[config.mk]
export PLATFORM = sky130hd
export DESIGN_NAME = cache_miss_ctrl
export DESIGN_NICKNAME = d
export VERILOG_FILES = /design/src/rtl/cache_miss_ctrl.sv
export SDC_FILE = /design/constraint.sdc
export NUM_CORES = 1
export LEC_CHECK = 0
export ABC_AREA = 1
export BUFFER_PORTS_ARGS = -buffer_cell sky130_fd_sc_hd__buf_2
export CORE_MARGIN = 1.5
export CORE_UTILIZATION = 45
export DETAILED_ROUTE_END_ITERATION = 8
export PLACE_DENSITY = 0.73
export SETUP_SLACK_MARGIN = 0.2
export SKIP_LAST_GASP = 1
export SLEW_MARGIN = 15
export SYNTH_ARGS = -nofsm -noshare
export SYNTH_HDL_FRONTEND = slang
export SYNTH_SLANG_ARGS = --single-unit
[constraint.sdc]
create_clock -name clk -period 1.5 [get_ports clk]
set_input_delay 0.075 -clock clk [delete_from_list [all_inputs] [get_ports clk]]
set_output_delay 0.075 -clock clk [all_outputs]
set_load 0.01 [all_outputs]
[src/rtl/cache_miss_ctrl.sv]
// -----------------------------------------------------------------------------
// cache_miss_ctrl
//
// Cache controller sitting between a CPU memory port and a 4-word-line cache
// backed by main memory.
//   * Read hits are answered combinationally from the cache (0-cycle latency).
//   * Read misses fetch the aligned 4-word line from memory, install it with a
//     single line-fill write, then answer the load (MEM_RD -> FILL -> RESP).
//   * Stores write through to memory with no allocation; on a store hit the
//     cached word is updated in the memory-ack cycle.
//   * Memory is lent to a DMA engine through a BR/BG handshake, only between
//     CPU memory transactions. Read hits keep being served while granted.
//
// Ports
//   clk, reset_n              clock, asynchronous active-low reset
//   req_valid/write/addr/wdata CPU request (held until req_ready)
//   req_ready, rsp_rdata      one-cycle completion pulse and load data
//   c_addr, c_readC, c_writeC, c_writeCword, c_wline  cache control
//   c_hit, c_rdata            cache lookup result
//   m_read, m_write, m_addr, m_wdata  memory request (held until m_ack)
//   m_ack, m_rline            memory completion pulse and returned line
//   dma_br, dma_bg            DMA bus request / grant
//
// Optional feature macro: CACHE_STATS_EN
//   When defined, adds stat_access / stat_hit read counters (wrap at 16'hFFFF).
// -----------------------------------------------------------------------------
module cache_miss_ctrl #(
  parameter int                   WORD_SIZE = 16,
  parameter int                   LINE_SIZE = 64,
  parameter logic [WORD_SIZE-1:0] ADDR_MASK = 16'hFFFC
) (
  input  logic                 clk,
  input  logic                 reset_n,
  input  logic                 req_valid,
  input  logic                 req_write,
  input  logic [WORD_SIZE-1:0] req_addr,
  input  logic [WORD_SIZE-1:0] req_wdata,
  output logic                 req_ready,
  output logic [WORD_SIZE-1:0] rsp_rdata,
  output logic [WORD_SIZE-1:0] c_addr,
  output logic                 c_readC,
  output logic                 c_writeC,
  output logic                 c_writeCword,
  output logic [LINE_SIZE-1:0] c_wline,
  input  logic                 c_hit,
  input  logic [WORD_SIZE-1:0] c_rdata,
  output logic                 m_read,
  output logic                 m_write,
  output logic [WORD_SIZE-1:0] m_addr,
  output logic [WORD_SIZE-1:0] m_wdata,
  input  logic                 m_ack,
  input  logic [LINE_SIZE-1:0] m_rline,
  input  logic                 dma_br,
  output logic                 dma_bg
`ifdef CACHE_STATS_EN
  ,
  output logic [WORD_SIZE-1:0] stat_access,
  output logic [WORD_SIZE-1:0] stat_hit
`endif
);

  localparam logic [2:0] S_IDLE   = 3'd0;
  localparam logic [2:0] S_MEM_RD = 3'd1;
  localparam logic [2:0] S_FILL   = 3'd2;
  localparam logic [2:0] S_RESP   = 3'd3;
  localparam logic [2:0] S_MEM_WR = 3'd4;
  localparam logic [2:0] S_GRANT  = 3'd5;

  logic [2:0]           state_q,  state_d;
  logic [WORD_SIZE-1:0] base_q,   base_d;
  logic [1:0]           offset_q, offset_d;
  logic [WORD_SIZE-1:0] addr_q,   addr_d;
  logic [WORD_SIZE-1:0] wdata_q,  wdata_d;
  logic                 wr_hit_q, wr_hit_d;
  logic [LINE_SIZE-1:0] line_q,   line_d;

  // Word k of a line sits at the MSB end for k = 0.
  function automatic logic [WORD_SIZE-1:0] line_word(input logic [LINE_SIZE-1:0] line,
                                                     input logic [1:0]           off);
    logic [WORD_SIZE-1:0] w;
    case (off)
      2'd0:    w = line[LINE_SIZE-1               -: WORD_SIZE];
      2'd1:    w = line[LINE_SIZE-1-WORD_SIZE     -: WORD_SIZE];
      2'd2:    w = line[LINE_SIZE-1-2*WORD_SIZE   -: WORD_SIZE];
      2'd3:    w = line[LINE_SIZE-1-3*WORD_SIZE   -: WORD_SIZE];
      default: w = {WORD_SIZE{1'b0}};
    endcase
    return w;
  endfunction

  // Next-state and output decode; all outputs are held at 0 while in reset.
  always_comb begin
    state_d      = state_q;
    base_d       = base_q;
    offset_d     = offset_q;
    addr_d       = addr_q;
    wdata_d      = wdata_q;
    wr_hit_d     = wr_hit_q;
    line_d       = line_q;
    req_ready    = 1'b0;
    rsp_rdata    = {WORD_SIZE{1'b0}};
    c_addr       = {WORD_SIZE{1'b0}};
    c_readC      = 1'b0;
    c_writeC     = 1'b0;
    c_writeCword = 1'b0;
    c_wline      = {LINE_SIZE{1'b0}};
    m_read       = 1'b0;
    m_write      = 1'b0;
    m_addr       = {WORD_SIZE{1'b0}};
    m_wdata      = {WORD_SIZE{1'b0}};
    dma_bg       = 1'b0;

    if (reset_n) begin
      case (state_q)
        S_IDLE: begin
          c_addr  = req_addr;
          c_readC = req_valid;
          if (req_valid && !req_write && c_hit) begin
            req_ready = 1'b1;
            rsp_rdata = c_rdata;
          end else begin
            rsp_rdata = {WORD_SIZE{1'b0}};
          end
          // DMA takes precedence over any memory-bound request; the request
          // stays pending on the port and is re-evaluated after the grant.
          if (dma_br) begin
            state_d = S_GRANT;
          end else if (req_valid && !req_write && !c_hit) begin
            base_d   = req_addr & ADDR_MASK;
            offset_d = req_addr[1:0];
            state_d  = S_MEM_RD;
          end else if (req_valid && req_write) begin
            addr_d   = req_addr;
            wdata_d  = req_wdata;
            wr_hit_d = c_hit;
            state_d  = S_MEM_WR;
          end else begin
            state_d = S_IDLE;
          end
        end
        S_MEM_RD: begin
          m_read = 1'b1;
          m_addr = base_q;
          if (m_ack) begin
            line_d  = m_rline;
            state_d = S_FILL;
          end else begin
            state_d = S_MEM_RD;
          end
        end
        S_FILL: begin
          c_writeC     = 1'b1;
          c_writeCword = 1'b0;
          c_addr       = base_q;
          c_wline      = line_q;
          state_d      = S_RESP;
        end
        S_RESP: begin
          req_ready = 1'b1;
          rsp_rdata = line_word(line_q, offset_q);
          state_d   = S_IDLE;
        end
        S_MEM_WR: begin
          m_write = 1'b1;
          m_addr  = addr_q;
          m_wdata = wdata_q;
          if (m_ack) begin
            req_ready = 1'b1;
            if (wr_hit_q) begin
              c_writeC     = 1'b1;
              c_writeCword = 1'b1;
              c_addr       = addr_q;
              c_wline      = {wdata_q, {(LINE_SIZE-WORD_SIZE){1'b0}}};
            end else begin
              c_writeC = 1'b0;
            end
            state_d = S_IDLE;
          end else begin
            state_d = S_MEM_WR;
          end
        end
        S_GRANT: begin
          dma_bg  = 1'b1;
          c_addr  = req_addr;
          c_readC = req_valid;
          if (req_valid && !req_write && c_hit) begin
            req_ready = 1'b1;
            rsp_rdata = c_rdata;
          end else begin
            rsp_rdata = {WORD_SIZE{1'b0}};
          end
          if (dma_br) begin
            state_d = S_GRANT;
          end else begin
            state_d = S_IDLE;
          end
        end
        default: begin
          state_d = S_IDLE;
        end
      endcase
    end else begin
      state_d = S_IDLE;
    end
  end

  // State and transaction registers; reset abandons any memory transaction.
  always_ff @(posedge clk or negedge reset_n) begin
    if (!reset_n) begin
      state_q  <= S_IDLE;
      base_q   <= {WORD_SIZE{1'b0}};
      offset_q <= 2'b00;
      addr_q   <= {WORD_SIZE{1'b0}};
      wdata_q  <= {WORD_SIZE{1'b0}};
      wr_hit_q <= 1'b0;
      line_q   <= {LINE_SIZE{1'b0}};
    end else begin
      state_q  <= state_d;
      base_q   <= base_d;
      offset_q <= offset_d;
      addr_q   <= addr_d;
      wdata_q  <= wdata_d;
      wr_hit_q <= wr_hit_d;
      line_q   <= line_d;
    end
  end

`ifdef CACHE_STATS_EN
  logic hit_done_s;
  logic rd_done_s;

  // A read completes either as a hit from IDLE/GRANT or from RESP after a fill.
  assign hit_done_s = reset_n && req_valid && !req_write && c_hit &&
                      ((state_q == S_IDLE) || (state_q == S_GRANT));
  assign rd_done_s  = hit_done_s || (reset_n && (state_q == S_RESP));

  // Read access / hit counters, free-running with natural wrap.
  always_ff @(posedge clk or negedge reset_n) begin
    if (!reset_n) begin
      stat_access <= {WORD_SIZE{1'b0}};
      stat_hit    <= {WORD_SIZE{1'b0}};
    end else begin
      if (rd_done_s) begin
        stat_access <= stat_access + {{(WORD_SIZE-1){1'b0}}, 1'b1};
      end else begin
        stat_access <= stat_access;
      end
      if (hit_done_s) begin
        stat_hit <= stat_hit + {{(WORD_SIZE-1){1'b0}}, 1'b1};
      end else begin
        stat_hit <= stat_hit;
      end
    end
  end
`endif

endmodule

==> run metrics, run 1 <==
status finished with violations; violated checks setup timing; Hold WC Path Type input port to register; TritonCTS clock tree done; fill count 813; Tot GR Track Use 0.3353; Cells after Synth 1049; DP HPWL 16700 um; WHS 0.1201 ns; P_leak 6.863 nW; final instance area 12880 um^2; DR WL/cell 21.83 um; Clock Latency Late Sink 0.44 ns; clock-pin slew on the worst setup and hold paths 0.06 ns; fin crit share 1.425; number of port buffers 253; Synth Cell Area 7177 um^2; combinational cell fraction of total power 0.386; clock root cell clkbuf_16; Storage cell area 2908 um^2; GP Congestion 0.8576; CP dominant cell by count buf_6; area grow syn2layout 79.53%; Remaining Overflow, GRT 0; top_reg_cell synth dfrtp_1; crit path kind register to primary output; initial antenna violation count 3; Seq/Total Area, Yosys 0.4045; final setup violation count 248; post-layout minimum cycle time 2.138 ns; most frequent cells after synthesis 305 x nand2_1, 211 x inv_1, 116 x dfrtp_1; Synth Net Count 1168; RSZ-0062 raised after global routing true; CTS H-tree depth 4; final antenna-violating net count 0; clock power share 0.252; Power Density 1302 nW/um^2; placed cells 1501; die area 16710 um^2; vias in the first global route 8268; Yosys reg bits 116; # IOs 254; multi-input combinational cell area 4044 um^2; Final Skew 0.009758 ns; highest clock rate 467.7 MHz; critical path's slowest cell dfrtp_2; sequential share of power 0.362; crit path max fanout 5; die width 129.3 um; Internal 0.009769 W; initial DRC count 1015; Post-synth EDFFs 0; final count of hold timing violations 0; post-route DRC violation count 0; CP arrival 2.06 ns; clk sink count 116; clock buffer depth 2; chip height 129.3 um; layout cells sized above 1 0.4176; largest cells by area after synthesis dfrtp_1 40%, nand2_1 16%, inv_1 11%; P_sw 0.007006 W; Total Wirelength 37140 um; Core ar. 15370 um^2; syn_area_per_cell 6.842 um^2; Final Net Count 1593; startpoint types register; worst path cell trace buf_6 -> nor2_8 -> nand2_4 -> nor2_4 -> buf_6 -> buf_12 -> nand2_1 -> a21oi_2 -> buf_2; Synth Warn # 0; Worst Tran Pin Value 1.010 ns; pin count of the biggest net entering global routing 73; max-cap violations 0; Req. time, crit path 1.42 ns; largest area contributor in the netlist dfrtp_1; first-pass GRT wire length 42540 um; library cells used by synthesis 28; placed cell area 9190 um^2; crit end category primary output; initial cell density of the core 0.4669; sw frac 0.4177; worst vdd ir 0.9033 mV; post-synth top area share 0.4045; Rel. slew slack 0.3248; count leader, synth nand2_1; worst setup margin -0.6380 ns; CTS Buf Count 17; Pre-antenna DRT Iters 6; Crit path largest cell delay 0.47 ns; Slew Viols, Final 0; Via Count 9734; num rows 45; Post-synth ARST share 1.000; final cell count without fillers 1701; DR vias/cell 5.723
[worst paths after layout]
kind | to | slack, ns | cells past startpoint | startpoint
max | c_addr[0] | -0.64 | 9 | state_q[1]
min | state_q[2] | 0.12 | 5 | req_write
max reg2reg | wdata_q[15] | -0.30 | 9 | state_q[2]
min reg2reg | line_q[46] | 0.51 | 2 | line_q[46]
max in group asynchronous | state_q[1] | 0.10 | 3 | reset_n
min in group asynchronous | line_q[16] | 0.42 | 2 | reset_n
[timing repair]
item | CTS | global route
endpoints found under the hold margin | 228 | 0
gates cloned | 5 | 29
endpoints found under the setup margin | 249 | 344
setup buffers | 22 | 9
hold buffers | 100 | 0
pin swaps | 6 | 40
gates resized for setup | 52 | 202
[kinds of logic after synthesis]
logic type,count (synthesis),synth area share
AND/OR/NAND/NOR,478,0.2777
buffers and inverters,277,0.1726
AO/OA/AOI/OAI,178,0.1452
flip-flops,116,0.4045
[registers in the layout, indices dropped and copies added, names as in the netlist]
| name | count |
|---|---|
| offset_q | 2 |
| line_q | 64 |
| base_q | 14 |
| addr_q | 16 |
| state_q | 3 |
| wr_hit_q | 1 |
| wdata_q | 16 |
[placed cells by master (no fill, tap or decap), types with 4 or more instances in the layout]
cell,count
nand2_1,254
buf_2,209
o21bai_1,15
buf_8,5
clkbuf_8,5
nand3_1,49
inv_2,4
clkbuf_16,37
a21oi_2,37
buf_12,21
a21oi_1,5
nor2_4,45
buf_4,40
o21a_1,5
nand2_4,31
dfrtp_1,112
nand3_4,6
o21ai_1,79
nand2_2,24
buf_6,62
nand3_2,17
clkinv_2,4
nand4_1,10
dlygate4sd3_1,100
dfrtp_2,4
o21ai_2,33
inv_1,209
buf_16,7
nor2_2,16
nor2_1,22
[worst max-delay path, delay by kind of cell, from the launching register on]
kind                   cells  cell delay, ns
buffers and inverters      4            0.60
and+or+nand+nor            4            0.39
AOI/OAI and AO/OA          1            0.16
DFF                        1            0.47
[power by group through the flow]
| stage | combinational (W) | sequential (W) | clock, W |
|---|---|---|---|
| global placement | 0.00436 | 0.00580 | 0 |
| floorplan | 0.00323 | 0.00528 | 0 |
| global route | 0.00693 | 0.00616 | 0.00435 |
| detailed placement | 0.00448 | 0.00581 | 0 |
| finish | 0.00647 | 0.00607 | 0.00423 |
| CTS | 0.00507 | 0.00576 | 0.00412 |
[per-layer routing]
metal  routed length [um]  vias to the layer above  track usage  part of all wire
met3                 4302                      274      0.07927              0.12
met5                    0                        -            0                 0
met1                12810                     4501       0.4123              0.35
li1                     -                     4054            -                 -
met2                17140                      905       0.5620              0.46
met4                 2878                        0       0.1494             0.077
[stage by stage]
| step | TNS (ns) | util | power (W) | setup WS, ns |
|---|---|---|---|---|
| after detailed placement | -0.5048 | 0.5979 | 0.01029 | -0.04820 |
| final | -93.31 | 0.8383 | 0.01678 | -0.6380 |
| after floorplan | 0 | - | 0.008505 | 0.1142 |
| after global placement | -0.006353 | 0.5979 | 0.01016 | -0.003426 |
| after global routing | -103.47 | 0.8381 | 0.01744 | -0.6917 |
| after CTS | -57.26 | 0.7361 | 0.01496 | -0.4349 |
[layout make-up]
class                   instances  area share
repair buffers                464      0.3286
multi-input cells             658      0.3138
diodes                          3   0.0005826
flip-flops and latches        116      0.2257
clock inverters                 8    0.007574
well taps                     211     0.02049
inverters                     217     0.06428
clock buffers                  24     0.03894
Power figures use the tool's default switching activity.
==> run 2, diff against run 1 <==
--- a/config.mk
+++ b/config.mk
@@ -7,6 +7,7 @@
 export LEC_CHECK = 0
 export ABC_AREA = 1
 export BUFFER_PORTS_ARGS = -buffer_cell sky130_fd_sc_hd__buf_2
+export CORE_ASPECT_RATIO = 0.8
 export CORE_MARGIN = 1.5
 export CORE_UTILIZATION = 45
 export DETAILED_ROUTE_END_ITERATION = 8
==> constraint.sdc (replaced) <==
create_clock -name clk -period 2 [get_ports clk]
set_input_delay 0.1 -clock clk [delete_from_list [all_inputs] [get_ports clk]]
set_output_delay 0.1 -clock clk [all_outputs]
set_load 0.01 [all_outputs]
==> run metrics, run 2 (synthesis results as in run 1) <==
first-pass GRT wire length 39610 um (-6.9%); Slew Viols, Final 0 (unchanged); Biggest register line_q; DR WL/cell 16.44 um (-25%); final count of hold timing violations 50 (+50); vias in the first global route 7449 (-9.9%); CP arrival 2.05 ns (about the same); commonest non-fill, non-tap cell in the layout nand2_1; num rows 41 (-8.9%); Remaining Overflow, GRT 0 (unchanged); max-cap violations 0 (unchanged); Tot GR Track Use 0.3127 (-0.02259); biggest regs line_q (64), addr_q (16), wdata_q (16); Storage cell area 2907 um^2 (about the same); CTS H-tree depth 4 (unchanged); post-layout minimum cycle time 2.151 ns; clock-pin slew on the worst setup and hold paths 0.05 ns (about the same); Final Util 0.7029 (-0.1353); Hold WC Path Type input port to async pin; die area 16720 um^2 (about the same); highest clock rate 464.8 MHz; area grow syn2layout 53.75%; number of port buffers 253 (unchanged); fin crit share 1.076; Core ar. 15700 um^2 (+2.1%); Total Wirelength 26980 um (-27%); pre-CTS WS 0.2080 ns (+0.2562 ns); worst vdd ir 0.6055 mV (-33%); Req. time, crit path 1.90 ns (+0.48 ns); crit path max fanout 5 (unchanged); final antenna-violating net count 0 (unchanged); # IOs 254 (unchanged); Rel. slew slack 0.5773 (+0.2525); initial cell density of the core 0.4572 (-0.009713); DR vias/cell 5.108 (-11%); Via Count 8382 (-14%); clock buffer depth 2 (unchanged); crit end category primary output; antenna cell count 0 (-3); WHS -0.5023 ns (-0.6224 ns); startpoint types register; Hold Buf Count CTS 97 (-3.0%); initial DRC count 883 (-13%); Final Skew 0.01220 ns (+0.002442 ns); layout cells sized above 1 0.3072 (-0.1105); pin count of the biggest net entering global routing 129 (+77%); worst setup margin -0.1513 ns (+0.4867 ns); Worst Tran Pin Value 0.6341 ns (-0.3754 ns); GP Congestion 0.8750 (+2.0%); clk sink count 116 (unchanged); post-route DRC violation count 0 (unchanged); DP HPWL 16070 um (-3.8%); Setup TNS -5.092 ns (+88.21 ns); most frequent cells in the layout 279 x nand2_1, 246 x buf_2, 208 x inv_1; violated checks hold timing, setup timing; max reg flops 64 (unchanged); status finished with violations; Clock Latency Late Sink 0.42 ns (-0.02 ns); clock root cell clkbuf_16; Final Net Count 1535 (-3.6%); chip height 116.0 um (-10%); Power Density 993.7 nW/um^2 (-24%); fill count 1168 (+44%); P_leak 6.271 nW (-8.6%); TritonCTS clock tree done; multi-input combinational cell area 3309 um^2 (-18%); RSZ-0062 raised after global routing true; CTS Buf Count 17 (unchanged); Pre-antenna DRT Iters 6 (unchanged); final setup violation count 79 (-68%); die width 144.2 um (+12%); initial antenna violation count 0 (-3); crit path kind register to primary output
[run 2: final timing paths]
path / from / endpoint / slack, ns / depth (start not counted)
max in group asynchronous: reset_n / line_q[9] / 1.50 / 3
min in group clk: c_hit / wr_hit_q / 0.02 / 3
hold / removal: reset_n / addr_q[15] / -0.50 / 1
setup reg to reg: state_q[1] / line_q[48] / 0.24 / 6
hold reg to reg: line_q[46] / line_q[46] / 0.50 / 2
setup / recovery: state_q[0] / c_wline[59] / -0.15 / 10
[run 2: metal layers]
| metal | vias up | global-route usage | share of wire | wire (um) |
|---|---|---|---|---|
| met2 | 509 | 0.4941 | 0.46 | 12540 |
| met4 | 0 | 0.1003 | 0.024 | 659 |
| met5 | - | 0 | 0 | 0 |
| met1 | 3878 | 0.4329 | 0.41 | 11130 |
| met3 | 72 | 0.06281 | 0.098 | 2656 |
| li1 | 3923 | - | - | - |
[run 2: worst max-delay path, cell delays in order, from the launching register on]
cell and delay (ns):
dfrtp_2 0.45, buf_6 0.15, nor2_8 0.09, nand2_4 0.07, nor2_4 0.16, buf_6 0.12, buf_6 0.09, buf_12 0.12
nand2_4 0.06, a21oi_4 0.16, buf_2 0.15
[run 2: layout make-up]
class / instances / area share
sequential: 116 / 0.2634
multi-input combinational: 656 / 0.2999
clock buffer: 25 / 0.04581
clock inverter: 4 / 0.004309
tap: 215 / 0.02438
timing repair buffer: 408 / 0.2868
inverter: 217 / 0.07541
[run 2: repair_timing]
item	4_1_cts	5_1_grt
buffers inserted	19	4
pin swaps	13	16
gates resized for setup	64	46
endpoints found under the hold margin	181	40
endpoints found under the setup margin	134	136
gates cloned	9	2
[run 2: through the flow]
step                      instances  power, W  hold WS, ns  area (um^2)
after CTS                      1635   0.01071      -0.5095        10770
after global routing           1641   0.01163      -0.5142        11030
after global placement         1481  0.007234     -0.07407         8600
after detailed placement       1481  0.007353     -0.07412         8600
after floorplan                1049  0.006157      -0.1956         7177
final                          1641   0.01097      -0.5023        11030
[run 2: power by group]
part	switching, W	leakage [nW]	internal [W]	total [W]
Combinational	0.00202	4.53	0.00161	0.00363
Clock	0.00103	0.271	0.00185	0.00287
Sequential	0.00112	1.47	0.00335	0.00446
Total	0.00416	6.27	0.00681	0.0110
==> run 3, diff against run 2 <==
--- a/config.mk
+++ b/config.mk
@@ -6,13 +6,13 @@
 export NUM_CORES = 1
 export LEC_CHECK = 0
 export ABC_AREA = 1
-export BUFFER_PORTS_ARGS = -buffer_cell sky130_fd_sc_hd__buf_2
 export CORE_ASPECT_RATIO = 0.8
 export CORE_MARGIN = 1.5
 export CORE_UTILIZATION = 45
 export DETAILED_ROUTE_END_ITERATION = 8
-export PLACE_DENSITY = 0.73
+export DONT_BUFFER_PORTS = 1
 export SETUP_SLACK_MARGIN = 0.2
+export SKIP_CTS_REPAIR_TIMING = 1
 export SKIP_LAST_GASP = 1
 export SLEW_MARGIN = 15
 export SYNTH_ARGS = -nofsm -noshare
==> run metrics, run 3 (synthesis results as in run 1) <==
Total Wirelength 25380 um (-5.9%); initial antenna violation count 0 (unchanged); violated checks hold timing; Crit path largest cell delay 0.46 ns (about the same); chip height 116.0 um (unchanged); critical path's slowest cell dfrtp_2; Clock Latency Late Sink 0.42 ns (about the same); crit end category primary output; final antenna-violating net count 0 (unchanged); startpoint types register; Setup TNS 0 ns (+5.092 ns); initial DRC count 567 (-36%); post-route DRC violation count 0 (unchanged); Final Util 0.6747 (-0.02822); met2 WL 12060 um (-3.8%); CP arrival 1.89 ns (-0.16 ns); register-to-register setup slack 0.29 ns (+0.05 ns); CTS Buf Count 17 (unchanged); DR WL/cell 17.43 um (+6.0%); final instance area 10590 um^2 (-4.0%); Core ar. 15700 um^2 (unchanged); most frequent cells in the layout 271 x nand2_1, 203 x inv_1, 112 x dfrtp_1; Internal 0.006631 W (-2.6%); antenna cell count 0 (unchanged); combinational cell fraction of total power 0.333 (+0.002); status finished with violations; vias in the first global route 5907 (-21%); first-pass GRT wire length 31850 um (-20%); met3 WL 1711 um (-36%); WHS -0.6261 ns (-0.1237 ns); worst vdd ir 0.6938 mV (+15%); post-layout minimum cycle time 1.995 ns (-0.1566 ns); top sig layer met4; worst r2r src state_q[0]; crit path max fanout 18 (+13); GP Congestion 0.8531 (-2.5%); Tot GR Track Use 0.2538 (-0.05895); crit path kind register to primary output; die area 16720 um^2 (unchanged); worst setup margin 0.005307 ns (+0.1566 ns); clock root cell clkbuf_16; Final Skew 0.009552 ns (-0.002648 ns); worst path cell trace buf_6 -> nor2_8 -> nand2_4 -> nor2_4 -> buf_12 -> nand2_1 -> a21oi_1 -> buf_4; placed cell area 7785 um^2 (-9.5%); DR vias/cell 5.120 (+0.24%); Storage cell area 2908 um^2 (about the same); RSZ-0062 raised after global routing true; max-cap violations 0 (unchanged); Final Net Count 1348 (-12%); commonest non-fill, non-tap cell in the layout nand2_1; Worst Tran Pin Value 0.4904 ns (-0.1436 ns); Req. time, crit path 1.90 ns (about the same); fin crit share 0.9973 (-0.07830); P_leak 5.330 nW (-15%); clk sink count 116 (unchanged); worst reg2reg endpoint line_q[28]; Via Count 7455 (-11%); clock buffer depth 2 (unchanged); Slew Viols, Final 0 (unchanged); Met1 Routed Length 11110 um (-0.21%); clock power share 0.262 (about the same); Rel. slew slack 0.6730 (+0.09576); sequential share of power 0.406 (about the same); clock-pin slew on the worst setup and hold paths 0.06 ns (about the same); Power Density 1034 nW/um^2 (+4.0%); Biggest register line_q; reg2reg path depth 8 (+2); biggest regs line_q (64), addr_q (16), wdata_q (16); Final Power 0.01095 W (-0.15%); sw frac 0.3943 (+0.01495); Pre-antenna DRT Iters 5 (-1); final setup violation count 0 (-100%); # IOs 254 (unchanged); max reg flops 64 (unchanged); Remaining Overflow, GRT 0 (unchanged); num rows 41 (unchanged); TritonCTS clock tree done; initial cell density of the core 0.4572 (unchanged); layout cells sized above 1 0.2474 (-0.05977); CTS H-tree depth 4 (unchanged); P_sw 0.004317 W (+3.8%); Hold WC Path Type input port to async pin; final count of hold timing violations 118 (+140%); multi-input combinational cell area 3705 um^2 (+12%); area grow syn2layout 47.58%; die width 144.2 um (unchanged); highest clock rate 501.3 MHz (+7.9%); fill count 1298 (+11%); pin count of the biggest net entering global routing 132 (+2.3%); pre-CTS WS 0.2646 ns (+0.05664 ns); number of port buffers 0 (-100%); DP HPWL 15200 um (-5.4%)
## run 3: cell count changes in the layout (fill, tap and decap cells not counted), moves of 8 or more
cell,before,now
nand2_4,18,30
nor2_4,1,43
nand2_1,279,271
buf_4,24,63
nor2_1,75,23
nor2_2,7,17
buf_6,15,35
buf_2,246,1
## run 3: power by group through the flow
stage	registers, W	logic (W)	clock network [W]
after floorplan	0.00395	0.00221	0
after global placement	0.00435	0.00266	0
after detailed placement	0.00436	0.00275	0
after CTS	0.00434	0.00276	0.00290
after global routing	0.00455	0.00407	0.00301
final	0.00444	0.00364	0.00287
## run 3: per-stage QoR
step / hold slack, ns / std cells
2_1_floorplan: -0.1956 / 1049
3_3_place_gp: -0.1920 / 1299
3_5_place_dp: -0.1927 / 1299
4_1_cts: -0.6372 / 1330
5_1_grt: -0.6440 / 1456
6_report: -0.6261 / 1456
## run 3: worst max-delay path by stage
stage | slack (ns) | end | start | depth (start not counted)
5_1_grt | -0.08 | c_wline[54] | state_q[0] | 8
2_1_floorplan | 0.56 | c_wline[38] | state_q[2] | 8
4_1_cts | -0.18 | c_wline[55] | state_q[0] | 8
6_report | 0.005 | c_wline[54] | state_q[0] | 8
3_5_place_dp | 0.26 | line_q[44] | state_q[2] | 6
3_3_place_gp | 0.28 | line_q[43] | state_q[2] | 6
## run 3: routing by layer
layer,vias up,track usage
met3,43,0.04793
met2,332,0.3834
met5,-,0
li1,3553,-
met1,3527,0.3639
met4,0,0.09158
## run 3: critical path: cells and delay by family (launching register included)
family | cells | cell delay (ns)
simple gates | 4 | 0.37
compound gates | 1 | 0.16
flops | 1 | 0.46
buf+inv | 3 | 0.47
## run 3: layout make-up
type                            instances  area share
Multi-Input combinational cell        657      0.3498
Sequential cell                       116      0.2745
Timing Repair Buffer                  219      0.2180
Inverter                              217     0.07927
Clock buffer                           22     0.04477
Tap cell                              215     0.02540
Clock inverter                          9    0.007561
Timing Repair inverter                  1   0.0007088
